--- src/rtl/fsk_tx_ctrl.sv ---
// ---------------------------------------------------------------------------
// fsk_tx_ctrl : UART-style bit framer driving mark/space NCO tuning words.
// Optional even parity bit when FSK_TX_PARITY_EN is defined.  Rev 1.0
// ---------------------------------------------------------------------------
`default_nettype none

module fsk_tx_ctrl #(
  parameter int               BAUD_DIV  = 5208,
  parameter int               FTW_W     = 32,
  parameter logic [FTW_W-1:0] FTW_MARK  = FTW_W'(32'd21474836),
  parameter logic [FTW_W-1:0] FTW_SPACE = FTW_W'(32'd42949673)
) (
  input  logic             sys_clk,
  input  logic             sys_rst,
  input  logic [7:0]       din,
  input  logic             din_valid,
  output logic             din_ready,
  output logic [FTW_W-1:0] ftw_out,
  output logic             bit_out,
  output logic             sym_strobe,
  output logic             busy,
  output logic             frame_done
);

  localparam int               CNT_W      = (BAUD_DIV > 2) ? $clog2(BAUD_DIV) : 1;
  localparam logic [CNT_W-1:0] CNT_RELOAD = CNT_W'(BAUD_DIV - 1);

  localparam logic [2:0] S_IDLE   = 3'd0;
  localparam logic [2:0] S_START  = 3'd1;
  localparam logic [2:0] S_DATA   = 3'd2;
  localparam logic [2:0] S_STOP   = 3'd4;
`ifdef FSK_TX_PARITY_EN
  localparam logic [2:0] S_PARITY = 3'd3;
`endif

  logic [2:0]       state_q, state_d;
  logic [CNT_W-1:0] cnt_q,   cnt_d;
  logic [2:0]       idx_q,   idx_d;
  logic [7:0]       shift_q, shift_d;
`ifdef FSK_TX_PARITY_EN
  logic             par_q,   par_d;
`endif
  logic             bit_end;
  logic             accept;

  always_ff @(posedge sys_clk or posedge sys_rst) begin
    if (sys_rst) begin
      state_q <= S_IDLE;
      cnt_q   <= '0;
      idx_q   <= '0;
      shift_q <= '0;
`ifdef FSK_TX_PARITY_EN
      par_q   <= 1'b0;
`endif
    end else begin
      state_q <= state_d;
      cnt_q   <= cnt_d;
      idx_q   <= idx_d;
      shift_q <= shift_d;
`ifdef FSK_TX_PARITY_EN
      par_q   <= par_d;
`endif
    end
  end

  always_comb begin
    state_d = state_q;
    cnt_d   = cnt_q;
    idx_d   = idx_q;
    shift_d = shift_q;
`ifdef FSK_TX_PARITY_EN
    par_d   = par_q;
`endif
    bit_end = (cnt_q == '0);
    accept  = din_valid & din_ready;

    if (state_q != S_IDLE) begin
      cnt_d = bit_end ? CNT_RELOAD : cnt_q - 1'b1;
    end

    case (state_q)
      S_IDLE: begin
        if (accept) begin
          state_d = S_START;
          cnt_d   = CNT_RELOAD;
          idx_d   = '0;
          shift_d = din;
`ifdef FSK_TX_PARITY_EN
          par_d   = ^din;
`endif
        end
      end
      S_START: begin
        if (bit_end) state_d = S_DATA;
      end
      S_DATA: begin
        if (bit_end) begin
          shift_d = shift_q >> 1;
          if (idx_q == 3'd7) begin
`ifdef FSK_TX_PARITY_EN
            state_d = S_PARITY;
`else
            state_d = S_STOP;
`endif
          end else begin
            idx_d = idx_q + 3'd1;
          end
        end
      end
`ifdef FSK_TX_PARITY_EN
      S_PARITY: begin
        if (bit_end) state_d = S_STOP;
      end
`endif
      S_STOP: begin
        // Accepting on the final stop cycle chains frames with no mark gap.
        if (bit_end) begin
          if (accept) begin
            state_d = S_START;
            cnt_d   = CNT_RELOAD;
            idx_d   = '0;
            shift_d = din;
`ifdef FSK_TX_PARITY_EN
            par_d   = ^din;
`endif
          end else begin
            state_d = S_IDLE;
            cnt_d   = '0;
          end
        end
      end
      default: begin
        state_d = S_IDLE;
        cnt_d   = '0;
      end
    endcase
  end

  always_comb begin
    din_ready  = ~sys_rst & ((state_q == S_IDLE) | ((state_q == S_STOP) & (cnt_q == '0)));
    busy       = (state_q != S_IDLE);
    sym_strobe = (state_q != S_IDLE) & (cnt_q == CNT_RELOAD);
    frame_done = (state_q == S_STOP) & (cnt_q == '0);
    case (state_q)
      S_START:  bit_out = 1'b0;
      S_DATA:   bit_out = shift_q[0];
`ifdef FSK_TX_PARITY_EN
      S_PARITY: bit_out = par_q;
`endif
      default:  bit_out = 1'b1;
    endcase
    ftw_out = bit_out ? FTW_MARK : FTW_SPACE;
  end

endmodule

`default_nettype wire

--- config.mk ---
export PLATFORM = sky130hd
export DESIGN_NAME = fsk_tx_ctrl
export DESIGN_NICKNAME = d
export VERILOG_FILES = /design/src/rtl/fsk_tx_ctrl.sv
export SDC_FILE = /design/constraint.sdc
export NUM_CORES = 1
export LEC_CHECK = 0
export CORE_MARGIN = 4
export CORE_UTILIZATION = 46
export CTS_CLUSTER_DIAMETER = 60
export DETAILED_ROUTE_END_ITERATION = 8
export PLACE_DENSITY_LB_ADDON = 0.08
export SLEW_MARGIN = 0
export SYNTH_ARGS = -nofsm -noshare
export SYNTH_HDL_FRONTEND = slang
export SYNTH_SLANG_ARGS = --single-unit
--- constraint.sdc ---
create_clock -name sys_clk -period 1.8 [get_ports sys_clk]
set_input_delay 0.27 -clock sys_clk [delete_from_list [all_inputs] [get_ports sys_clk]]
set_output_delay 0.27 -clock sys_clk [all_outputs]
set_load 0.005 [all_outputs]
==> results of run 1 <==
[metrics by stage]
stage | power, mW | instance area (sq um) | setup WS (ns) | setup TNS (ns)
2_1_floorplan | 1.554 | 2168 | -0.04975 | -0.1064
3_3_place_gp | 1.982 | 2654 | -0.1897 | -2.205
3_5_place_dp | 2.002 | 2654 | -0.2363 | -3.186
4_1_cts | 2.564 | 2922 | -0.2150 | -5.162
5_1_grt | 2.788 | 3062 | -0.3713 | -9.095
6_report | 2.613 | 3062 | -0.2352 | -5.366
[final cells by class]
type | count | area (sq um)
timing repair buffer | 105 | 878.3
fill | 357 | 1292
sequential | 27 | 676.9
tap | 52 | 65.06
inverter | 9 | 38.79
multi-input combinational | 177 | 1358
clock buffer | 4 | 45.04
[Yosys cell counts (all sizes together), types with 3 or more instances]
cell type | n | area share, %
o21ai | 18 | 4.5
a22oi | 3 | 1.3
clkbuf | 4 | 0.72
xnor2 | 8 | 3.4
buf | 38 | 14
xor2 | 3 | 1.3
o22ai | 7 | 2.1
o211ai | 3 | 1.1
nand4b | 3 | 1.6
ha | 5 | 3.0
a21o | 3 | 1.1
nor4 | 3 | 1.6
nor2 | 30 | 5.7
a211oi | 3 | 1.7
nor3 | 6 | 1.7
nand2 | 15 | 2.7
inv | 9 | 1.6
a21oi | 13 | 3.3
dfrtp | 27 | 32
nand3 | 5 | 1.2
nor2b | 3 | 0.90
[how the worst min path moves through the flow]
stage	startpoint	to	slack (ns)
after floorplan	sys_rst	cnt_q[0]	0.33
after detailed placement	idx_q[2]	idx_q[2]	0.50
after global routing	idx_q[2]	idx_q[2]	0.54
after CTS	idx_q[2]	idx_q[2]	0.53
after global placement	idx_q[1]	idx_q[1]	0.50
final	idx_q[2]	idx_q[2]	0.52
[metal layers]
| metal | part of all wire [%] | vias up | wire, um |
|---|---|---|---|
| met5 | 0 | - | 0 |
| met3 | 6.9 | 6 | 374 |
| met1 | 46 | 921 | 2483 |
| met2 | 47 | 66 | 2546 |
| met4 | 0.92 | 0 | 50 |
| li1 | - | 965 | - |
[cell usage in the layout (no fill, tap or decap), types with 3 or more instances in the layout]
| cell type | instances |
|---|---|
| dlymetal6s2s_1 | 5 |
| buf_4 | 63 |
| xor2_1 | 3 |
| nand2_1 | 14 |
| nand3_1 | 3 |
| o211ai_1 | 3 |
| o22ai_2 | 4 |
| dlygate4sd2_1 | 3 |
| clkdlybuf4s50_1 | 10 |
| ha_4 | 3 |
| inv_2 | 4 |
| o21ai_0 | 11 |
| xnor2_1 | 6 |
| clkbuf_2 | 9 |
| buf_2 | 3 |
| dfrtp_1 | 26 |
| conb_1 | 17 |
| o21ai_1 | 4 |
| a21oi_1 | 11 |
| nor2b_1 | 3 |
| clkbuf_8 | 3 |
| nor3_1 | 4 |
| nor2_1 | 27 |
| buf_6 | 9 |
| inv_1 | 3 |
[timing repair]
action / 4_1_cts / 5_1_grt
resized for setup: 61 / 45
pin swaps: 19 / 8
endpoints found under the setup margin: 45 / 47
buffers inserted: 14 / 8
[where the power goes]
group	internal [mW]	leakage (nW)	switching [mW]
sequential	0.760	0.333	0.131
clock	0.159	0.0228	0.191
combinational	0.740	1.03	0.632
total	1.66	1.39	0.955
[kinds of logic (layout without fill, tap and decap cells)]
kind of cell,after synthesis,after routing,share of synthesized area (%)
AND/OR/NAND/NOR,80,80,21.96
AO/OA/AOI/OAI,62,62,19.80
buffers and inverters,51,118,16.55
flip-flops,27,27,32.49
XOR/XNOR,11,11,4.633
adder cells (fa/ha/maj),5,5,3.008
other,2,17,0.3611
multiplexers,2,2,1.203
[registers in the layout, summed over array words and instances, names as in the netlist]
name	count
idx_q	3
shift_q	8
cnt_q	13
state_q	3
==> flow_summary.yaml, run 1 <==
clock_tree:
  clk_latency_ns: 0.27
  cts_tree: "built"
  cts_root_buf: "clkbuf_8"
  cts-buffers-inserted: 3
  cts_buffer_depth: 2
  cts.sinks: 27
  holdBufCountCts: 0
  clk_pin_slew_ns: 0.09
  htree_levels: 1
detailed_routing:
  drt-wirelength-per-cell_um: 14.58
  wl_mm: 5.454
  drt_iter0_markers: 124
  drtAntennaViolNets: 0
  num_vias: 1958
  drc: 0
  dr.pass1.iters: 4
  vias_per_cell: 5.235
outcome:
  outcome: "complete, but fails checks"
  violations: "negative setup slack"
sta:
  clock.fmax_ghz: 0.4913
  grt_setup_unrepaired: "yes"
  finalMaxSlewViolations: 0
  setup_slack_ns: -0.2352
  holdWs_ns: 0.5245
  fin_crit_ns: 2.035
  finClkSkew_ns: 0.003661
  finalCritPeriodShare_pct: 113.1
  final_hold_viol_count: 0
  finalSetupViolCount: 31
critical_path:
  reg2regPathDepth: 10
  crit_family: "buffers and inverters"
  worst-path-stages: 10
  critPathLaunch: "cnt_q[0]"
  r2r-start: "cnt_q[0]"
  cp.arrival_ns: 2.19
  crit_top_cell: "buf_4"
  path_class: "reg2reg"
  critPathLaunchType: "flip-flop"
  reg2reg_slack_ns: -0.24
  path_cells: "buf_6 -> inv_4 -> ha_4 -> nor4b_4 -> and4b_1 -> buf_4 -> o21ai_1 -> a22oi_2 -> buf_4 -> a21oi_1"
  critPathSlowestCell: "dfrtp_1"
  cp-endpoint: "cnt_q[3]"
  worstPathRequired_ns: 1.96
  timing.rr.end: "cnt_q[3]"
  max_stage_delay_ns: 0.40
  worstPathMaxFanout: 15
  cp.buffers_inverters: 4
  cp-end-kind: "flip-flop"
final_layout:
  stdcell_count: 374
  diodes: 0
  area_delta_synth_final_pct: 47.23
  final_core_util_pct: 70.32
  final_nets: 339
  drive_above_1_share_pct: 42.86
die:
  fp.coreArea_sq_um: 4354
  initial_core_util_pct: 47.76
  rows: 24
  die_x_um: 75.24
  die-area_sq_um: 5660
  die_y_um: 75.24
  ios: 48
synth:
  ys_async_sr_fraction_pct: 100.0
  syn_avg_cell_area_sq_um: 8.665
  ys_seq_elements: 27
  synth_flop_cell: "dfrtp_1"
  synth_edf_count: 0
  yosys_warnings: 0
  synth_cells: 240
  synth.distinct_cells: 57
  seq_area_frac_synth_pct: 32.49
  syn_area_sq_um: 2079
grt:
  grt_start_max_net_pins: 28
  busiest_layer: "met2"
  use_met2_pct: 31.91
  overflow: 0
  antenna_found_initial: 0
  grt_pass1_vias: 1862
  grt.met3_usage_pct: 2.804
  track_usage_pct: 19.72
  grt_pass1_wl_mm: 8.652
  grtUsageMet1_pct: 27.60
power_and_ir_drop:
  ir_drop_mv: 0.6872
  power_density_nw_per_um2: 853.5
  p_leak_nw: 1.387
flow_run:
  cap_violations: 0
place:
  gp_congestion: 0.8190
  place_hpwl_mm: 3.768
  io_buffers: 30
  place_inst: 349
min_path:
  hp-class: "reg2reg"
  hold_depth: 1
Power figures use the tool's default switching activity.
==> run 2: changes to the inputs <==
--- a/config.mk
+++ b/config.mk
@@ -10,6 +10,7 @@
 export CTS_CLUSTER_DIAMETER = 60
 export DETAILED_ROUTE_END_ITERATION = 8
 export PLACE_DENSITY_LB_ADDON = 0.08
+export SKIP_LAST_GASP = 1
 export SLEW_MARGIN = 0
 export SYNTH_ARGS = -nofsm -noshare
 export SYNTH_HDL_FRONTEND = slang
==> run 2 against run 1 <==
Effect of this change:
- the run still ends with negative setup slack left
- global-route usage unchanged
- worst setup slack got worse by 0.0076 ns
- via count fell by 0.15%
- design area fell by 1.3%
- first-iteration DRC count grew 13%
- critical path type unchanged
==> flow_summary.yaml, run 2 (synthesized netlist as in run 1, its figures left out) <==
grt:
  antenna_found_initial: 0
  grt_pass1_vias: 1862
  overflow: 0
  grt_start_max_net_pins: 28
  track_usage_pct: 19.72
  grt_pass1_wl_mm: 8.652
final_layout:
  diodes: 0
  largestRegisters: "cnt_q (13), shift_q (8)"
  layout_commonest_cell: "buf_4"
  n_fill_cell: 357
  final_cell_mix: "buf_4 (61), nor2_1 (27), dfrtp_1 (27), conb_1 (17), nand2_1 (14)"
  final_nets: 336
  largest_reg_flops: 13
  stdcell_area_sq_um: 3022
  area_delta_synth_final_pct: 45.31
  drive_above_1_share_pct: 37.62
  regMostFlops: "cnt_q"
clock_tree:
  htree_levels: 1
  cts.sinks: 27
  cts_tree: "built"
  holdBufCountCts: 0
  clk_pin_slew_ns: 0.09
  cts_buffer_depth: 2
  clk_latency_ns: 0.27
  cts_root_buf: "clkbuf_8"
  cts-buffers-inserted: 3
power_and_ir_drop:
  power_density_nw_per_um2: 861.8
  ir_drop_mv: 0.6810
  switching_share_pct: 36.35
  cellInternalPower_mw: 1.657
  pwr-share-clk_pct: 13.3
  p_switching_mw: 0.9467
  seqPwrFrac_pct: 34.2
  p_leak_nw: 1.393
  pwr-share-comb_pct: 52.5
  total_power_mw: 2.604
detailed_routing:
  num_vias: 1955
  vias_per_cell: 5.270
  drt-wirelength-per-cell_um: 14.57
  wl_mm: 5.406
  drt_iter0_markers: 140
  drtAntennaViolNets: 0
  dr.pass1.iters: 4
  drc: 0
critical_path:
  path_class: "reg2reg"
  critPathLaunch: "cnt_q[0]"
  crit_top_cell: "buf_6"
  path_cells: "buf_6 -> inv_4 -> ha_4 -> nor4b_4 -> buf_4 -> nand4b_4 -> buf_8 -> a211oi_4 -> buf_6 -> o22ai_1 -> a21oi_1"
  crit_family: "buffers and inverters"
  r2r-start: "cnt_q[0]"
  worstPathMaxFanout: 8
  cp.buffers_inverters: 5
  critPathLaunchType: "flip-flop"
  cp.arrival_ns: 2.24
  worstPathRequired_ns: 2.00
  critPathSlowestCell: "dfrtp_1"
  max_stage_delay_ns: 0.40
  cp-end-kind: "flip-flop"
sta:
  finalCritPeriodShare_pct: 113.5
  fin_crit_ns: 2.043
  finalMaxSlewViolations: 0
  finClkSkew_ns: 0.005969
  finalSetupViolCount: 42
  grt_setup_unrepaired: "yes"
  clock.fmax_ghz: 0.4895
  holdWs_ns: 0.5240
  final_hold_viol_count: 0
  setup_slack_ns: -0.2428
die:
  fp.coreArea_sq_um: 4354
  initial_core_util_pct: 47.76
  die-area_sq_um: 5660
  die_x_um: 75.24
  die_y_um: 75.24
  rows: 24
  ios: 48
flow_run:
  cap_violations: 0
place:
  io_buffers: 30
  gp_congestion: 0.8190
  place_hpwl_mm: 3.768
  dpl_cell_area_sq_um: 2654
min_path:
  hold_start: "idx_q[2]"
  hp-class: "reg2reg"
outcome:
  violations: "negative setup slack"
  outcome: "complete, but fails checks"
## run 2: worst register-to-register path: cells and delay by family, from the launching register on
family                   cells  cell delay [ns]
AO/OA/AOI/OAI                3             0.42
adder cells (fa/ha/maj)      1             0.11
buffers and inverters        5             0.70
flip-flops                   1             0.40
AND/OR/NAND/NOR              2             0.35
## run 2: repair_timing
action | in CTS | in global routing
setup endpoints to repair | 45 | 47
hold endpoints to repair | 0 | 0
setup buffers | 14 | 5
pin swaps | 19 | 8
gates resized for setup | 59 | 18
## run 2: layout make-up
cell class | instances | area, sq um | share of cell area (%)
well taps | 52 | 65.06 | 2.153
repair buffers | 102 | 882.1 | 29.19
inverters | 9 | 38.79 | 1.284
multi-input cells | 177 | 1315 | 43.52
flip-flops and latches | 27 | 675.6 | 22.36
clock buffers | 4 | 45.04 | 1.491
## run 2: stage by stage
stage | setup slack, ns | TNS [ns] | utilization [%] | instances
2_1_floorplan | -0.04975 | -0.1064 | - | 255
3_3_place_gp | -0.1897 | -2.205 | 60.95 | 349
3_5_place_dp | -0.2363 | -3.186 | 60.95 | 349
4_1_cts | -0.2150 | -5.206 | 66.98 | 366
5_1_grt | -0.3692 | -11.00 | 69.40 | 371
6_report | -0.2428 | -6.256 | 69.40 | 371
## run 2: routing by layer
metal  vias to the layer above  wire length, um  GRT usage (%)
met2                        53             2613          31.91
met3                         6              303          2.804
met5                         -                0              0
met1                       942             2436          27.60
met4                         0               52          5.437
li1                        954                -              -
## run 2: power groups by stage
stage / registers, mW / logic, mW / clock network (mW)
after global placement: 0.890 / 1.09 / 0
after floorplan: 0.935 / 0.620 / 0
final: 0.890 / 1.37 / 0.348
after detailed placement: 0.896 / 1.11 / 0
after CTS: 0.886 / 1.32 / 0.356
after global routing: 0.906 / 1.49 / 0.379
## run 2: worst paths after layout
kind                            slack [ns]          to  cells after the start
worst max-delay path                 -0.24  shift_q[0]                     11
worst min-delay path                  0.52    idx_q[2]                      1
worst max register to register       -0.24  shift_q[0]                     11
worst min register to register        0.52    idx_q[2]                      1
max in group asynchronous             0.93  state_q[0]                      4
min in group asynchronous             0.61   cnt_q[12]                      4
==> run 3: changes to the inputs <==
--- a/config.mk
+++ b/config.mk
@@ -5,8 +5,7 @@
 export SDC_FILE = /design/constraint.sdc
 export NUM_CORES = 1
 export LEC_CHECK = 0
-export CORE_MARGIN = 4
-export CORE_UTILIZATION = 46
+export CORE_UTILIZATION = 54
 export CTS_CLUSTER_DIAMETER = 60
 export DETAILED_ROUTE_END_ITERATION = 8
 export PLACE_DENSITY_LB_ADDON = 0.08
==> constraint.sdc (replaced) <==
create_clock -name sys_clk -period 2.5 [get_ports sys_clk]
set_input_delay 0.375 -clock sys_clk [delete_from_list [all_inputs] [get_ports sys_clk]]
set_output_delay 0.375 -clock sys_clk [all_outputs]
set_load 0.005 [all_outputs]
==> run 3 against run 2 <==
Effect of this change:
- via count fell by 11%
- global-route usage increased by 3.4 points
- power down 42%
- the run now ends clean
- critical path type is now reg2out
- clock skew down 0.0014 ns
- register-to-register slack gained 0.64 ns
- clock-buffer cell count unchanged
==> flow_summary.yaml, run 3 (synthesized netlist as in run 1, its figures left out) <==
critical_path:
  crit_family: "buffers and inverters"
  reg2regPathDepth: 9
  worstPathRequired_ns: 2.12
  critPathSlowestCell: "clkdlybuf4s50_1"
  r2r-start: "cnt_q[1]"
  path_cells: "inv_2 -> ha_1 -> nor4b_4 -> buf_4 -> nand4b_2 -> nor2_1 -> clkdlybuf4s50_1"
  reg2reg_slack_ns: 0.40
  worst-path-stages: 7
  cp.buffers_inverters: 3
  critPathLaunch: "cnt_q[1]"
  worstPathMaxFanout: 4
  cp.arrival_ns: 2.00
  cp-end-kind: "output pin"
  path_class: "reg2out"
  critPathLaunchType: "flip-flop"
  timing.rr.end: "shift_q[3]"
  max_stage_delay_ns: 0.50
clock_tree:
  clk_latency_ns: 0.27
  cts.sinks: 27
  cts-buffers-inserted: 3
  clk_pin_slew_ns: 0.09
  cts_buffer_depth: 2
  cts_root_buf: "clkbuf_8"
  holdBufCountCts: 0
  htree_levels: 1
  cts_tree: "built"
die:
  initial_core_util_pct: 56.38
  rows: 22
  ios: 48
  die-area_sq_um: 4103
  die_y_um: 64.06
  fp.coreArea_sq_um: 3689
  die_x_um: 64.06
sta:
  fin_crit_ns: 2.376
  slew_headroom_pct: 59.78
  holdWs_ns: 0.5277
  clock.fmax_ghz: 0.4209
  finalSetupViolCount: 0
  finClkSkew_ns: 0.004552
  finalMaxSlewViolations: 0
  finalCritPeriodShare_pct: 95.03
  final_hold_viol_count: 0
  tightest_slew_ns: 0.5979
power_and_ir_drop:
  power_density_nw_per_um2: 640.4
  p_leak_nw: 1.032
  seqPwrFrac_pct: 46.1
  p_switching_mw: 0.5617
  cellInternalPower_mw: 0.9510
  ir_drop_mv: 0.5559
  total_power_mw: 1.513
  pwr-share-clk_pct: 16.3
  switching_share_pct: 37.13
  pwr-share-comb_pct: 37.6
final_layout:
  n_fill_cell: 329
  layout_commonest_cell: "clkdlybuf4s50_1"
  largestRegisters: "cnt_q (13), shift_q (8)"
  diodes: 0
  stdcell_count: 311
  regMostFlops: "cnt_q"
  area_delta_synth_final_pct: 13.60
  final_cell_mix: "clkdlybuf4s50_1 (29), nor2_1 (28), dfrtp_1 (27), o21ai_0 (17), conb_1 (17)"
  final_nets: 280
  stdcell_area_sq_um: 2362
  drive_above_1_share_pct: 14.07
  largest_reg_flops: 13
place:
  place_inst: 304
  dpl_cell_area_sq_um: 2283
  place_hpwl_mm: 3.154
  gp_congestion: 0.8424
  io_buffers: 30
grt:
  grt_pass1_wl_mm: 7.286
  grt_pass1_vias: 1555
  track_usage_pct: 23.12
  antenna_found_initial: 0
  overflow: 0
  grt_start_max_net_pins: 28
min_path:
  hp-class: "reg2reg"
  worstHoldEndpoint: "idx_q[1]"
  hold_start: "idx_q[1]"
  hold_depth: 1
detailed_routing:
  vias_per_cell: 5.617
  dr.pass1.iters: 4
  num_vias: 1747
  drt-wirelength-per-cell_um: 13.92
  drc: 0
  drtAntennaViolNets: 0
  drt_iter0_markers: 113
  wl_mm: 4.329
flow_run:
  cap_violations: 0
outcome:
  outcome: "completed"
[run 3: worst max-delay path by stage]
| stage | to | slack [ns] |
|---|---|---|
| detailed placement | din_ready | 0.24 |
| global placement | din_ready | 0.29 |
| global route | frame_done | -0.0005 |
| finish | frame_done | 0.12 |
| floorplan | cnt_q[12] | 0.54 |
| CTS | din_ready | 0.01 |
[run 3: routing by layer]
layer / vias up / global-route usage [%] / wire, um
met5: - / 0 / 0
met4: 0 / 8.523 / 59
met3: 5 / 2.679 / 241
met2: 68 / 35.51 / 1942
met1: 825 / 33.30 / 2086
li1: 849 / - / -
[run 3: worst register-to-register path, delay by kind of cell, from the launching register on]
| family | cells | cell delay [ns] |
|---|---|---|
| AO/OA/AOI/OAI | 3 | 0.71 |
| adder cells (fa/ha/maj) | 1 | 0.14 |
| buffers and inverters | 3 | 0.45 |
| flip-flops | 1 | 0.42 |
| AND/OR/NAND/NOR | 2 | 0.30 |
[run 3: through the flow]
stage	setup TNS, ns	utilization (%)	setup slack, ns
after floorplan	0	-	0.5449
after global placement	0	61.91	0.2894
after detailed placement	0	61.91	0.2399
after CTS	0	63.53	0.01414
after global routing	-0.0005331	64.04	-0.0005331
final	0	64.04	0.1241
[run 3: repair_timing]
action,in CTS,in global routing
setup endpoints to repair,1,10
buffers inserted,2,1
gates cloned,0,0
resized for setup,0,6
pin swaps,1,1
[run 3: final cells by class]
cell class / count / area, sq um / share of cell area, %
timing repair buffer: 46 / 422.9 / 17.90
tap: 48 / 60.06 / 2.542
sequential: 27 / 675.6 / 28.60
multi-input combinational: 177 / 1125 / 47.62
inverter: 9 / 33.78 / 1.430
clock buffer: 4 / 45.04 / 1.907
[run 3: power groups by stage]
stage          registers [mW]  clock network (mW)  logic (mW)
4_1_cts                 0.686               0.258       0.551
2_1_floorplan           0.669                   0       0.434
3_5_place_dp            0.695                   0       0.531
3_3_place_gp            0.689                   0       0.526
6_report                0.698               0.247       0.568
5_1_grt                 0.715               0.275       0.632
